**src/rtl/parking.sv**
```systemverilog
// rtl/parking.sv - two-category car park occupancy tracker
//
// Counts cars in university-reserved and general spaces, refusing entries into
// a full category and exits from an empty one. All outputs are decoded from the
// two registered counters only, so nothing reaches the outputs combinationally
// from the inputs.
//
// Ports:
//   clk                 system clock, rising edge
//   start               synchronous active-high reset, empties the lot
//   car_entered         one car enters this cycle
//   is_uni_car_entered  entry category: 1 = university, 0 = general
//   car_exited          one car leaves this cycle
//   is_uni_car_exited   exit category: 1 = university, 0 = general
//   uni_parked_car      university cars parked
//   parked_care         general cars parked
//   uni_vacated_space   free university spaces
//   vacated_space       free general spaces
//   uni_is_vacated_space  university space available
//   is_vacated_space      general space available

module parking #(
    parameter int UNI_CAPACITY = 500,
    parameter int GEN_CAPACITY = 200
) (
    input  logic       clk,
    input  logic       start,
    input  logic       car_entered,
    input  logic       is_uni_car_entered,
    input  logic       car_exited,
    input  logic       is_uni_car_exited,
    output logic [8:0] uni_parked_car,
    output logic [8:0] parked_care,
    output logic [8:0] uni_vacated_space,
    output logic [8:0] vacated_space,
    output logic       uni_is_vacated_space,
    output logic       is_vacated_space
);

    localparam logic [8:0] UNI_CAP = 9'(UNI_CAPACITY);
    localparam logic [8:0] GEN_CAP = 9'(GEN_CAPACITY);

    logic [8:0] uni_cnt;
    logic [8:0] gen_cnt;
    logic [8:0] uni_after_exit;
    logic [8:0] gen_after_exit;
    logic [8:0] uni_next;
    logic [8:0] gen_next;

    logic uni_entry;
    logic gen_entry;
    logic uni_exit;
    logic gen_exit;

    assign uni_entry = car_entered &  is_uni_car_entered;
    assign gen_entry = car_entered & ~is_uni_car_entered;
    assign uni_exit  = car_exited  &  is_uni_car_exited;
    assign gen_exit  = car_exited  & ~is_uni_car_exited;

    // The exit is applied before the entry is checked, so a full category
    // with a simultaneous exit and entry stays full, and an empty one with
    // both ends up at one.
    always_comb begin
        uni_after_exit = uni_cnt;
        gen_after_exit = gen_cnt;
        if (uni_exit && (uni_cnt != 9'd0)) begin
            uni_after_exit = uni_cnt - 9'd1;
        end
        if (gen_exit && (gen_cnt != 9'd0)) begin
            gen_after_exit = gen_cnt - 9'd1;
        end

        uni_next = uni_after_exit;
        gen_next = gen_after_exit;
        if (uni_entry && (uni_after_exit < UNI_CAP)) begin
            uni_next = uni_after_exit + 9'd1;
        end
        if (gen_entry && (gen_after_exit < GEN_CAP)) begin
            gen_next = gen_after_exit + 9'd1;
        end
    end

    always_ff @(posedge clk) begin
        if (start) begin
            uni_cnt <= 9'd0;
            gen_cnt <= 9'd0;
        end else begin
            uni_cnt <= uni_next;
            gen_cnt <= gen_next;
        end
    end

    assign uni_parked_car       = uni_cnt;
    assign parked_care          = gen_cnt;
    assign uni_vacated_space    = UNI_CAP - uni_cnt;
    assign vacated_space        = GEN_CAP - gen_cnt;
    assign uni_is_vacated_space = (uni_cnt != UNI_CAP);
    assign is_vacated_space     = (gen_cnt != GEN_CAP);

endmodule

```
**config.mk**
```make
export PLATFORM = sky130hd
export DESIGN_NAME = parking
export DESIGN_NICKNAME = d
export VERILOG_FILES = /design/src/rtl/parking.sv
export SDC_FILE = /design/constraint.sdc
export NUM_CORES = 1
export LEC_CHECK = 0
export BUFFER_PORTS_ARGS = -buffer_cell sky130_fd_sc_hd__buf_4
export CAP_MARGIN = 20
export CELL_PAD_IN_SITES_DETAIL_PLACEMENT = 1
export CELL_PAD_IN_SITES_GLOBAL_PLACEMENT = 2
export CORE_UTILIZATION = 33
export CTS_CLUSTER_SIZE = 24
export DETAILED_ROUTE_END_ITERATION = 7
export PLACE_DENSITY = 0.94
export SLEW_MARGIN = 0
export SYNTH_ARGS = -nofsm -noshare
export SYNTH_HDL_FRONTEND = slang
export SYNTH_SLANG_ARGS = --single-unit
```
**constraint.sdc**
```tcl
create_clock -name clk -period 6.5 [get_ports clk]
set_input_delay 1.3 -clock clk [delete_from_list [all_inputs] [get_ports clk]]
set_output_delay 1.3 -clock clk [all_outputs]
set_load 0.005 [all_outputs]
```
* After elaboration in Yosys (flattened, before gate mapping)
Index checks and enable logic that the tools add are counted.
Operators by class: add/sub/neg operators 6, $mul 0, div/mod/pow operators 0, magnitude comparators 2, eq/ne operators 2, shifts and indexed selects 0, mux-type cells 4, bitwise logic cells 6, reduce and logical (&&, ||, !) cells 6
Operators by type and width (count):
- 2-to-1 mux 9 bit | 4
- adder 9 x 1 -> 9 bit, second input constant | 2
- nonzero test 9 bit | 2
- subtractor 9 x 1 -> 9 bit, second input constant | 2
- less-than comparator 9 x 8 -> 1 bit, second input constant | 1
- less-than comparator 9 bit, second input constant | 1
- inequality test 9 x 8 -> 1 bit, second input constant | 1
- inequality test 9 bit, second input constant | 1
- subtractor 8 x 9 -> 9 bit, first input constant | 1
- subtractor 9 bit, first input constant | 1
- AND 1 bit | 4
- logical AND 1 bit | 4
- inverter 1 bit | 2
Storage, ports and cells: register bits 18, bits in latches 0, memory bits (writable) 0, memory bits (read-only) 0, input port bits 6, output and inout bits 38, logic and storage cells 28, memories 0

* Logic depth before layout (Yosys ltp)
depth in word-level cells 7, gate-level depth with buffers 12, mapped depth without buffers 12

* Worst setup path before layout
OpenSTA, ideal clock, no wires.
path kind input to register, from input car_exited, to register uni_cnt[6], in the netlist uni_parked_car[6], setup time 0.130 ns, arrival 2.774 ns, data required time 6.370 ns, slack 3.595 ns, stages on the path 9, path buffers 0, path through nand2_1 -> a21oi_2 -> xnor2_1 -> ha_1 -> nand3_1 -> or3b_1 -> a21oi_2 -> nand3_1 -> nor3b_2
Between the ends: word-level cells in the longest chain between the ends 6, elaborated cells on any way between the ends 7, those cells by class add/sub (1); order compare (1); mux (2); bitwise (1); reduce/logical (2)
RTL lines:
- start, declared | RTL line 30 | input logic car_exited,
- AND 1 bit * | RTL line 57 | assign uni_exit = car_exited & is_uni_car_exited;
- logical AND 1 bit * | RTL line 66 | if (uni_exit && (uni_cnt != 9'd0)) begin
- 2-to-1 mux 9 bit * | RTL line 66
- less-than comparator 9 bit | RTL line 75 | if (uni_entry && (uni_after_exit < UNI_CAP)) begin
- logical AND 1 bit | RTL line 75
- 2-to-1 mux 9 bit * | RTL line 75
- end signal, assigned | RTL line 88 | uni_cnt <= uni_next;
- end, declared | RTL line 43 | logic [8:0] uni_cnt;
Mark *: on every way between the ends. The rest lies on a longest branch, timed or not. A chain may end at the register's enable or synchronous reset.

* Final worst setup path
from register gen_cnt[0], in the netlist parked_care[0], to output vacated_space[8]
Between the ends: word-level cells in the longest chain between the ends 1
RTL lines:
- start, declared | RTL line 44 | logic [8:0] gen_cnt;
- start signal, assigned | RTL line 89 | gen_cnt <= gen_next;
- subtractor 8 x 9 -> 9 bit | RTL line 96 | assign vacated_space = GEN_CAP - gen_cnt;
- end, declared | RTL line 35 | output logic [8:0] vacated_space,
Every way passes these cells.

==> impl_summary.md <==
Setup path
STA classifies the critical path startpoint as a register. In this run the worst path has a maximum fanout of 8. The termination of the worst setup path is vacated_space[8]. The register-to-register path setup slack is 3410 ps. The worst register-to-register path ends at uni_parked_car[6]. The arrival time of data at the critical path endpoint is 2020 ps. Counting cells, the worst reg-to-reg path comes to 12. The worst setup path is captured at an output port. The worst register-to-register path begins at uni_parked_car[0]. The worst setup path category is reg -> out. For the worst setup path, the data required time is 5200 ps. The startpoint of the most critical setup path is parked_care[0].

Timing
The hold violation total from the final report is 0. Measured against its own limit, the worst slew margin works out to 56.23%. After layout, the worst path uses 51.10% of the clock period.

The number of pins exceeding their max-slew limit in the final report is 0. Setup repair after global routing left no endpoint under its margin. Counting I/O delays and the setup requirement, the final critical path takes 3322 ps. The transition time at the pin with the least slew margin is 655.7 ps.

Timing would allow up to 0.3011 GHz. Setup violations remaining at the end of the flow were counted as 0. The worst setup skew after layout is 5.015 ps.

Summed over all failing endpoints, the final setup total negative slack is 0 ps.

Floorplan
The starting utilization of the core area is 34.95%. The total core area is 0.005205 mm2. Pin placement for this block handled 44 I/O pins.

The die covers 0.005814 mm2. The floorplan has 26 rows. The height of the chip is 76.25 um. The die extent in x is 76.25 um.

Yosys
The per-instance average area after synthesis is 7.709 um2. The yosys synthesis warning count is 0. Counting flops and latches in the post-synthesis netlist gives 18. The synthesized netlist occupies a cell area of 0.001819 mm2.

Sorting the synthesized cells by area gives the leading types as dfxtp_1 (20%), xor2_1 (7.2%), xnor2_1 (6.7%). Among all cell types in the netlist, the one instantiated most often is nor2_1. The dominant synthesized flop cell is dfxtp_1.

After synthesis, the largest area contributor takes up 19.81% of total cell area. After synthesis, the most frequently instantiated cells are nor2_1 (23), nand2_1 (21), a21oi_1 (18), dfxtp_1 (18), xor2_1 (15). The share of synthesized area occupied by flip-flops and latches is 19.81%.

The synthesized design contains 0 enable-type register cells. The synthesized design spends more area on one cell type than any other, namely dfxtp_1. The count of cell types in the netlist is 53.

For this run, asynchronously set or reset flops after synthesis account for 0%. The number of nets handed over by synthesis was 248. Synthesis produced a netlist whose cell count is 236.

Job
The tool flagged a number of max-cap violations equal to 0.

Route
After detailed routing, the wire length on met1 is 2.632 mm. Detailed routing placed a total of 103 um of wire on met3. Signal routing reaches up to met4. The mean number of vias per cell is 5.270. For this run, design rule violations remaining after detail routing come to 0.

For this block, the routed nets add up to 5.064 mm of wire. For this block, the initial DRC count from the detailed router was 89. The average detailed-routed wire length per instance is 14.85 um.

The detailed-routing iteration count for the pre-antenna-repair pass is 4. Summed over all nets, wire length on met2 after detailed routing comes to 2.292 mm. The routed layout has 1,797 vias. The post-route antenna net violation count is 0.

Finish
Compared with the post-synthesis result, the final layout area differs by 22.35%. The filler cells instantiated in the layout total 658. For this run, the post-layout net count is 284. The fraction of final layout cells sized beyond drive strength 1 is 24.35%.

The utilization after layout is 42.76%. The number of antenna diodes is 0.

Global route
The total grt overflow is 0. The first global-routing pass estimated 8.438 mm of wire. The number of antenna violations at the first check in global routing is 0. Entering global routing, the biggest net connects 20 pins. The overall routing resource usage is 17.43%. The via count of the first global-routing pass is 1,710.

Pwr
The ratio of total power to cell area is 585.7 mW/mm2. The maximum resistive drop on vdd is 0.2652 mV. For this design the static power due to leakage is 0.9240 nW.

CTS
The TritonCTS clock tree is built. After clock tree synthesis, the clock-pin slew on the worst setup and hold paths is 70 ps. The total setup buffers inserted after CTS is 0. The cts-stage hold buffer count is 0. The cell chosen for the clock root is clkbuf_8. The total of cells resized after clock tree synthesis is 0. The maximum clock insertion buffer count is 2. The maximum level of the CTS H-tree is 1. The clock reaches the later pin of the worst-skew pair after 260 ps.

The count of clock tree sinks is 18. Clock tree synthesis inserted a total of 3 buffers.

Place
Routability-driven placement finished with a final weighted congestion of 0.7865. The count of buffers inserted at the top-level ports is 43. The HPWL after detailed placement is 4.041 mm.

Outcome
The flow ran to the end, and the final reports show no timing, DRC or antenna violations.

Min path
The worst min-delay path class is reg -> reg.
[cell type report]
type	count	area, um2	area share (%)
clock buffers	4	55.05	2.473
inverters	8	30.03	1.349
multi-input cells	198	1370	61.55
flip-flops and latches	18	360.3	16.19
well taps	70	87.58	3.935
repair buffers	43	322.8	14.50
[cell usage in the layout (no fill, tap or decap), types with 2 or more instances in the layout]
cell        n
a311oi_1    2
or4b_1      2
inv_1       8
nor4_1      4
a21oi_2     3
xor2_1     15
and2_1      2
nand3_1    10
and3_1      5
a21oi_1    18
clkbuf_8    4
nand2_1    21
o21ai_0     7
ha_1        6
or2_2       3
nor2_1     23
o21a_1      2
nor2b_1     4
mux2i_1     8
a31oi_1     2
buf_4      43
nand2b_1    2
dfxtp_1    18
o21ai_1     2
o2111ai_1   2
nand4_1     6
nand3b_1    2
nor2_2      2
xnor2_1    14
nor3_1     10
[routing by layer]
layer	GRT usage (%)	up-vias
li1	-	920
met1	24.69	855
met2	27.93	18
met3	2.754	4
met4	3.077	0
met5	0	-
[sequential cells by signal, indices dropped and copies added, names as in the netlist]
register / cells
parked_care: 9
uni_parked_car: 9
[report_power, final]
| part | internal [mW] | total [mW] | switching (mW) | leakage (nW) |
|---|---|---|---|---|
| clock | 0.0538 | 0.0908 | 0.0370 | 0.0288 |
| combinational | 0.452 | 0.927 | 0.475 | 0.748 |
| sequential | 0.156 | 0.286 | 0.130 | 0.147 |
| total | 0.662 | 1.30 | 0.642 | 0.924 |
[per-stage QoR]
step	setup slack (ps)	power, mW	instance area [um2]	hold WS, ps	instances
5_1_grt	3010	1.427	2226	826.5	341
3_3_place_gp	3185	1.198	2171	749.8	337
6_report	3178	1.304	2226	774.1	341
4_1_cts	3184	1.313	2226	773.6	341
2_1_floorplan	3595	0.8922	1819	631.2	236
3_5_place_dp	3137	1.215	2171	759.5	337
[how the worst min path moves through the flow]
stage,from,to,slack [ps],depth (start not counted)
2_1_floorplan,parked_care[8],parked_care[8],630,2
3_3_place_gp,parked_care[8],parked_care[8],750,2
3_5_place_dp,parked_care[8],parked_care[8],760,3
4_1_cts,parked_care[8],parked_care[8],770,3
5_1_grt,uni_parked_car[8],uni_parked_car[8],830,3
6_report,parked_care[8],parked_care[8],770,3
[cell families (layout without fill, tap and decap cells)]
family	Yosys count	after routing	share of synthesized area [%]
XOR/XNOR	30	30	14.86
adder cells (fa/ha/maj)	6	6	4.126
AO/OA/AOI/OAI	47	47	18.50
flip-flops	18	18	19.81
AND/OR/NAND/NOR	106	106	32.81
buffers and inverters	20	55	4.882
multiplexers	9	9	5.021
[critical path, stage by stage, from the launching register on]
cell and delay, ps:
dfxtp_1 450, inv_1 130, ha_1 300, inv_1 110, o21ai_0 140, and2_1 210
nor2_1 130, xor2_1 160, buf_4 130
Power figures use the tool's default switching activity.
